$ cat config.mk
export PLATFORM = sky130hd
export DESIGN_NAME = rf_write_arbiter
export DESIGN_NICKNAME = d
export VERILOG_FILES = /design/src/rtl/mips24_pkg.sv /design/src/rtl/rf_scoreboard.sv /design/src/rtl/rf_write_arbiter.sv
export SDC_FILE = /design/constraint.sdc
export NUM_CORES = 1
export LEC_CHECK = 0
export CAP_MARGIN = 20
export CELL_PAD_IN_SITES_DETAIL_PLACEMENT = 1
export CELL_PAD_IN_SITES_GLOBAL_PLACEMENT = 2
export CORE_MARGIN = 3
export CORE_UTILIZATION = 21
export CTS_CLUSTER_DIAMETER = 100
export DETAILED_ROUTE_END_ITERATION = 8
export PLACE_DENSITY_LB_ADDON = 0.05
export REMOVE_ABC_BUFFERS = 1
export SLEW_MARGIN = 0
export SYNTH_ARGS = -nofsm -noshare
export SYNTH_HDL_FRONTEND = slang
export SYNTH_SLANG_ARGS = --single-unit
export TNS_END_PERCENT = 10
$ cat constraint.sdc
create_clock -name clk -period 1.7 [get_ports clk]
set_input_delay 0.34 -clock clk [delete_from_list [all_inputs] [get_ports clk]]
set_output_delay 0.34 -clock clk [all_outputs]
set_load 0.02 [all_outputs]
$ cat src/rtl/mips24_pkg.sv
// Shared widths and register-file typedefs for the mips24 datapath.
package mips24_pkg;

    localparam int unsigned DATA_W = 24;
    localparam int unsigned ADDR_W = 3;
    localparam int unsigned NREG   = 2 ** ADDR_W;
    localparam int unsigned CNT_W  = 2;

    typedef logic [ADDR_W-1:0] reg_addr_t;
    typedef logic [DATA_W-1:0] reg_data_t;
    typedef logic [CNT_W-1:0]  sb_cnt_t;

    localparam sb_cnt_t SB_CNT_MAX = '1;

endpackage

$ cat src/rtl/rf_scoreboard.sv
// Per-register outstanding-write counters with sticky overflow/underflow flag.
module rf_scoreboard
    import mips24_pkg::*;
#(
    parameter int unsigned P_ADDR_W = mips24_pkg::ADDR_W,
    parameter int unsigned P_NREG   = mips24_pkg::NREG
) (
    input  logic                clk,
    input  logic                rst_n,
    input  logic                inc_valid,
    input  logic [P_ADDR_W-1:0] inc_addr,
    input  logic                dec_valid,
    input  logic [P_ADDR_W-1:0] dec_addr,
    output logic [P_NREG-1:0]   busy,
    output logic                sb_err
);

    sb_cnt_t            r_cnt [P_NREG];
    logic               r_sb_err;
    sb_cnt_t            w_cnt_nxt [P_NREG];
    logic [P_NREG-1:0]  w_err_hit;

    // Next count per register; a simultaneous inc and dec cancel out.
    always_comb begin
        for (int unsigned r = 0; r < P_NREG; r++) begin
            w_cnt_nxt[r] = r_cnt[r];
            w_err_hit[r] = 1'b0;
            if (inc_valid && (inc_addr == P_ADDR_W'(r)) &&
                !(dec_valid && (dec_addr == P_ADDR_W'(r)))) begin
                if (r_cnt[r] == SB_CNT_MAX) w_err_hit[r] = 1'b1;
                else                        w_cnt_nxt[r] = r_cnt[r] + CNT_W'(1);
            end else if (dec_valid && (dec_addr == P_ADDR_W'(r)) &&
                         !(inc_valid && (inc_addr == P_ADDR_W'(r)))) begin
                if (r_cnt[r] == '0) w_err_hit[r] = 1'b1;
                else                w_cnt_nxt[r] = r_cnt[r] - CNT_W'(1);
            end
        end
    end

    // Counter and sticky error state.
    always_ff @(posedge clk) begin
        if (!rst_n) begin
            for (int unsigned r = 0; r < P_NREG; r++) r_cnt[r] <= '0;
            r_sb_err <= 1'b0;
        end else begin
            for (int unsigned r = 0; r < P_NREG; r++) r_cnt[r] <= w_cnt_nxt[r];
            if (|w_err_hit) r_sb_err <= 1'b1;
        end
    end

    // A register is busy while any write to it is outstanding.
    always_comb begin
        for (int unsigned r = 0; r < P_NREG; r++) busy[r] = (r_cnt[r] != '0);
    end

    assign sb_err = r_sb_err;

endmodule

$ cat src/rtl/rf_write_arbiter.sv
// Round-robin arbiter sharing the register-file write port between ALU and load writeback.
module rf_write_arbiter
    import mips24_pkg::*;
#(
    parameter int unsigned DATA_W = mips24_pkg::DATA_W,
    parameter int unsigned ADDR_W = mips24_pkg::ADDR_W,
    parameter int unsigned NREG   = mips24_pkg::NREG
) (
    input  logic              clk,
    input  logic              rst_n,
    input  logic              req0_valid,
    input  logic [ADDR_W-1:0] req0_rd,
    input  logic [DATA_W-1:0] req0_data,
    output logic              req0_ready,
    input  logic              req1_valid,
    input  logic [ADDR_W-1:0] req1_rd,
    input  logic [DATA_W-1:0] req1_data,
    output logic              req1_ready,
    input  logic              alloc_valid,
    input  logic [ADDR_W-1:0] alloc_rd,
    output logic              rf_we,
    output logic [ADDR_W-1:0] rf_rd,
    output logic [DATA_W-1:0] rf_data,
    output logic [NREG-1:0]   busy,
    output logic              sb_err
);

    logic              r_last_grant;
    logic              r_we;
    logic [ADDR_W-1:0] r_rd;
    logic [DATA_W-1:0] r_data;
    logic              w_gnt0;
    logic              w_gnt1;

    // Lone requester wins; on a tie the port that did not win last time wins.
    always_comb begin
        w_gnt0 = req0_valid && (!req1_valid || r_last_grant);
        w_gnt1 = req1_valid && (!req0_valid || !r_last_grant);
    end

    assign req0_ready = w_gnt0;
    assign req1_ready = w_gnt1;

    // Output register and round-robin pointer; address/data hold when idle.
    always_ff @(posedge clk) begin
        if (!rst_n) begin
            r_last_grant <= 1'b1;
            r_we         <= 1'b0;
            r_rd         <= '0;
            r_data       <= '0;
        end else if (w_gnt0) begin
            r_last_grant <= 1'b0;
            r_we         <= 1'b1;
            r_rd         <= req0_rd;
            r_data       <= req0_data;
        end else if (w_gnt1) begin
            r_last_grant <= 1'b1;
            r_we         <= 1'b1;
            r_rd         <= req1_rd;
            r_data       <= req1_data;
        end else begin
            r_we         <= 1'b0;
        end
    end

    assign rf_we   = r_we;
    assign rf_rd   = r_rd;
    assign rf_data = r_data;

    // Pending writes retire on the edge the register file captures them.
    rf_scoreboard #(
        .P_ADDR_W (ADDR_W),
        .P_NREG   (NREG)
    ) u_scoreboard (
        .clk       (clk),
        .rst_n     (rst_n),
        .inc_valid (alloc_valid),
        .inc_addr  (alloc_rd),
        .dec_valid (r_we),
        .dec_addr  (r_rd),
        .busy      (busy),
        .sb_err    (sb_err)
    );

endmodule

Yosys cells after proc, flatten, opt, wreduce, memory -nomap -nowiden --
Memory sizes are Yosys's and may differ from the RTL's. Cells that the tools add are included.
Operators by class: mux-type cells 82, shift-type cells 0, add/subtract/negate cells 16, multipliers 0, reduce and logical (&&, ||, !) cells 75, eq/ne operators 22, $lt $le $gt $ge 0, div/mod/pow operators 0, bitwise gates (word level) 8
Operators by type and width (number):
- 2-bit 2-to-1 mux | 40
- 24-bit 2-to-1 mux | 2
- 1-bit 2-to-1 mux | 38
- 1-bit logical AND | 34
- 3-bit == test (second input constant) | 8
- 1-bit zero test | 19
- 2-bit nonzero test | 9
- 2-bit by 1-bit adder with 2-bit output (second input constant) | 8
- 2-bit == test (second input constant) | 8
- 2-bit zero test | 8
- 2-bit by 1-bit subtractor with 2-bit output (second input constant) | 8
- 3-bit by 2-bit == test with 1-bit output (second input constant) | 4
- 1-bit bitwise OR | 8
- 8-bit OR reduction | 1
- 3-bit by 1-bit == test with 1-bit output (second input constant) | 2
- 3-bit zero test | 2
- 3-bit 2-to-1 mux | 2
- 1-bit logical OR | 2
Word-level totals: ROM bits 0, output and inout port bits 39, bits in latches 0, memory bits (writable) 16, register bits 30, memories kept 1
Memory list:
- u_scoreboard.r_cnt | depth 8, width 2, rd ports 8, clocked after Yosys merged registers in 0, write ports 8, RTL line rf_scoreboard.sv:18 | sb_cnt_t r_cnt [P_NREG];

Depth between registers and ports, before layout --
depth after elaboration 7, gate-level depth with buffers 6, depth with buffers taken out 5

Hierarchy --
A second synthesis with hierarchy kept.
Unflattened totals: cells, all modules 344, area, all modules 3017.9 µm²
By module, submodules not included:
- rf_write_arbiter | sequential area each 580.6 µm², cells an instance 164, instances 1, area an instance 1662.8 µm²
- rf_scoreboard | sequential area each 340.3 µm², cells an instance 180, instances 1, area an instance 1355.0 µm²

Worst setup path after synthesis --
Ideal clock, no wire load.
kind register to register, start reg r_rd[2], in the netlist rf_rd[2], end reg u_scoreboard.r_sb_err, in the netlist u_scoreboard.sb_err, arrival 1.532 ns, library setup time 0.120 ns, setup slack 0.049 ns, cell stages (with the launch flop) 7, cells stage by stage dfxtp_1 buf_2 nor4b_2 nor2_1 a32oi_1 nand4_1 o31a_1
On the way: word-level cells in the longest chain between the ends 6, elaborated cells on any way between the ends 57
Ends and longest elaborated chain:
- start: declaration | RTL line rf_write_arbiter.sv:30 | logic [ADDR_W-1:0] r_rd;
- start signal: assignment | RTL line rf_write_arbiter.sv:54 | r_rd <= req0_rd;
- start signal: assignment | RTL line rf_write_arbiter.sv:59 | r_rd <= req1_rd;
- 3-bit by 1-bit == test with 1-bit output, or another cell as far along | RTL line rf_scoreboard.sv:29, rf_scoreboard.sv:32
- 1-bit logical AND | RTL line rf_scoreboard.sv:29, rf_scoreboard.sv:32
- 1-bit logical AND / 1-bit zero test (equally long branches) | RTL line rf_scoreboard.sv:32, rf_scoreboard.sv:29
- 1-bit 2-to-1 mux / 1-bit logical AND (equally long branches) | RTL line rf_scoreboard.sv:32, rf_scoreboard.sv:28
- 1-bit 2-to-1 mux | RTL line rf_scoreboard.sv:28 | if (inc_valid && (inc_addr == P_ADDR_W'(r)) &&
- 8-bit OR reduction * | RTL line rf_scoreboard.sv:47 | if (|w_err_hit) r_sb_err <= 1'b1;
- end signal: assignment | RTL line rf_scoreboard.sv:44 | r_sb_err <= 1'b0;
- end signal: assignment | RTL line rf_scoreboard.sv:47
- end: declaration | RTL line rf_scoreboard.sv:19 | logic r_sb_err;
Every way passes the cells marked *; elsewhere a longest branch is shown, timed or not. A chain may end at the register's enable or synchronous reset.

==> flow_summary.yaml <==
global_routing:
  grt_start_max_net_pins: 29
  first_global_vias: 2790
  overflow: 0
  grt_usage_pct: 14.1
  grt_first_pass_wirelength_um: 14200
  antenna_found_initial: 0
power:
  switch_pwr_mw: 0.803
  leakagePower_nw: 1.57
  vdd_drop_max_uv: 334
  comb_power_share_pct: 26.1
  power-per-cell-area_mw_per_mm2: 706
  p_sw_share_pct: 28.8
  clock_power_share_pct: 30.7
  sequentialPowerShare_pct: 43.2
  internal-power_mw: 1.98
yosys:
  netlist-cell-type-count: 43
  post_synthesis_register_bit_count: 46
  synth_enable_flop_cells: 0
  synth.yosys.warnings: 0
  syn-cell-area_mm2: 0.00233
  synth_sequential_area_ratio_pct: 39.6
  netlist_instances: 289
  post_synthesis_area_per_instance_um2: 8.05
  async_flop_share_pct: 0
  synth_top_flop_cell: "sky130_fd_sc_hd__dfxtp_1"
critical_path:
  largest_fanout_of_any_net_on_the_critical_path: 5
  worst_ep_arrival_time_ps: 1300
  critical_path.endpoint_type: "output pin"
  start_kind: "flip-flop"
  required_ps: 1360
  critPathKind: "flip-flop to output pin"
sta:
  layout_worst_path_cycle_share_pct: 96.2
  report.final.hold_viol_count: 0
  fin_setup_tns_ps: 0
  maxSlewHeadroom_pct: 76.2
  finalClockSkew_ps: 10.1
  timing.final.setup_violations: 0
  maximum_clock_frequency_mhz: 612
  rsz0062_at_grt: "yes"
  fin_crit_ps: 1640
  timing_worst_slew_pin_value_ps: 354
  timing_max_transition_violations_final: 0
clocking:
  tritoncts_clock_tree: "built"
  clock_sinks: 46
  numCtsBuffers: 5
  cts_max_path_buffers: 2
  clk_root_buffer_cell: "sky130_fd_sc_hd__clkbuf_8"
  clkTransAtPathRegs_ps: 100
  htree_levels: 2
  worst_skew_pair.late_latency_ps: 310
place:
  place.gp.congestion: 0.741
  hpwlAfterDp_um: 6720
  buffer_ports.inserted: 100
  post-place-cells: 557
die:
  floorplan.die_area_mm2: 0.0124
  floorplan.initialDensity_pct: 22.0
  chipWidth_um: 111
  chipHeight_um: 111
  num_rows: 37
  floorplan.core_area_mm2: 0.0106
  io-pin-count: 101
cells_and_area:
  post_layout_nonfiller_instances: 567
  syn2layout_area_growth_pct: 69.5
  layout.filler_cells: 1264
  layout-drive-gt1-share_pct: 20.2
  fin_nets: 492
  n_antenna_cell: 0
drt:
  detailroute.via_count: 2690
  viasPerCell: 4.74
  drt-wirelength-per-cell_um: 15.7
  wl_um: 8880
  drt_pass1_iterations: 4
  initialDrtViolationCount: 77
  route.detailed.drc: 0
  ant_nets: 0
status:
  run_status: "finished clean"
min_path:
  timing.hold.worst.class: "flip-flop to flip-flop"
run:
  max_cap_violations: 0
worst max-delay path: stages (launching register included):
cell and delay, ps:
sky130_fd_sc_hd__dfxtp_1 360, sky130_fd_sc_hd__or2_2 330, sky130_fd_sc_hd__clkdlybuf4s15_1 290
registers in the layout (all words and copies together) (netlist names):
name                 cells
rf_we                    1
u_scoreboard.r_cnt      16
r_last_grant             1
rf_data                 24
rf_rd                    3
u_scoreboard.sb_err      1
power groups by stage:
stage	sequential, mW	clock, mW	combinational, mW
6_report	1.20	0.856	0.727
3_5_place_dp	1.23	0	0.742
2_1_floorplan	1.30	0	0.199
4_1_cts	1.20	0.897	0.730
3_3_place_gp	1.22	0	0.736
5_1_grt	1.21	0.937	0.788
through the flow:
step                      instance area, µm²  total power, mW  util, %  setup slack, ps  hold slack, ps
final                                   3940             2.78     37.4             64.9             502
after global routing                    3940             2.94     37.4            -40.7             527
after CTS                               3910             2.83     37.0            -96.3             512
after detailed placement                3810             1.97     36.1             -419             498
after global placement                  3810             1.96     36.1             -393             474
after floorplan                         2250             1.49        -             83.0             412
cells in the mapped netlist (5+ instances only):
cell type / count / area share (%)
sky130_fd_sc_hd__nor2_1: 54 / 8.7
sky130_fd_sc_hd__dfxtp_1: 46 / 40
sky130_fd_sc_hd__nand2_1: 27 / 4.4
sky130_fd_sc_hd__o221ai_1: 27 / 10
sky130_fd_sc_hd__a21oi_1: 15 / 3.2
sky130_fd_sc_hd__o21ai_0: 13 / 2.8
sky130_fd_sc_hd__clkbuf_1: 10 / 1.6
sky130_fd_sc_hd__inv_1: 8 / 1.3
sky130_fd_sc_hd__or2_2: 8 / 2.2
sky130_fd_sc_hd__nand2b_1: 7 / 1.9
sky130_fd_sc_hd__buf_2: 6 / 1.3
sky130_fd_sc_hd__a31oi_1: 5 / 1.3
sky130_fd_sc_hd__mux2i_1: 5 / 2.2
sky130_fd_sc_hd__nand3_1: 5 / 1.1
cell type report:
cell class / count / area [µm²] / area share (%)
timing repair buffer: 151 / 1380 / 35.0
multi-input combinational: 217 / 1320 / 33.6
sequential: 46 / 931 / 23.6
tap: 136 / 170 / 4.31
clock buffer: 7 / 76.3 / 1.94
inverter: 9 / 33.8 / 0.857
clock inverter: 1 / 30.0 / 0.761
repair_timing:
| action | 4_1_cts | 5_1_grt |
|---|---|---|
| pin swaps | 0 | 2 |
| setup buffers | 0 | 2 |
| hold buffers | 0 | 0 |
| resized for setup | 23 | 24 |
| endpoints found under the setup margin | 19 | 19 |
cells in the final DEF (no fill, tap or decap), drive strengths merged, types with 5 or more instances in the layout:
| master | count |
|---|---|
| clkdlybuf4s50 | 81 |
| nor2 | 54 |
| buf | 51 |
| dfxtp | 46 |
| nand2 | 28 |
| o221ai | 27 |
| o21ai | 16 |
| a21oi | 15 |
| clkbuf | 12 |
| or2 | 9 |
| inv | 8 |
| dlygate4sd2 | 8 |
| nand2b | 7 |
| mux2i | 5 |
| nand3 | 5 |
| a31oi | 5 |
path summary, 6_finish.rpt:
| path | slack, ps | from | depth (start not counted) | end |
|---|---|---|---|---|
| hold / removal | 500 | rf_data[12] | 2 | rf_data[12] |
| setup reg to reg | 80 | rf_rd[1] | 6 | u_scoreboard.sb_err |
| hold reg to reg | 500 | rf_data[12] | 2 | rf_data[12] |
| setup / recovery | 60 | u_scoreboard.r_cnt[1][7] | 2 | busy[7] |
logic make-up (layout without fill, tap and decap cells):
group                  count (synthesis)  count (layout)  share of synthesized area [%]
AOI/OAI and AO/OA                     78              78                           23.6
muxes                                  5               5                           2.15
buffers and inverters                 26             168                           4.84
DFF                                   46              46                           39.6
and+or+nand+nor                      134             134                           29.8
routing by layer:
metal | routed length, µm | up-vias | track usage (%)
li1 | - | 1338 | -
met1 | 3870 | 1270 | 17.2
met2 | 4060 | 76 | 22.4
met3 | 880 | 6 | 6.99
met4 | 76 | 0 | 3.16
met5 | 0 | - | 0
Power figures use the tool's default switching activity.
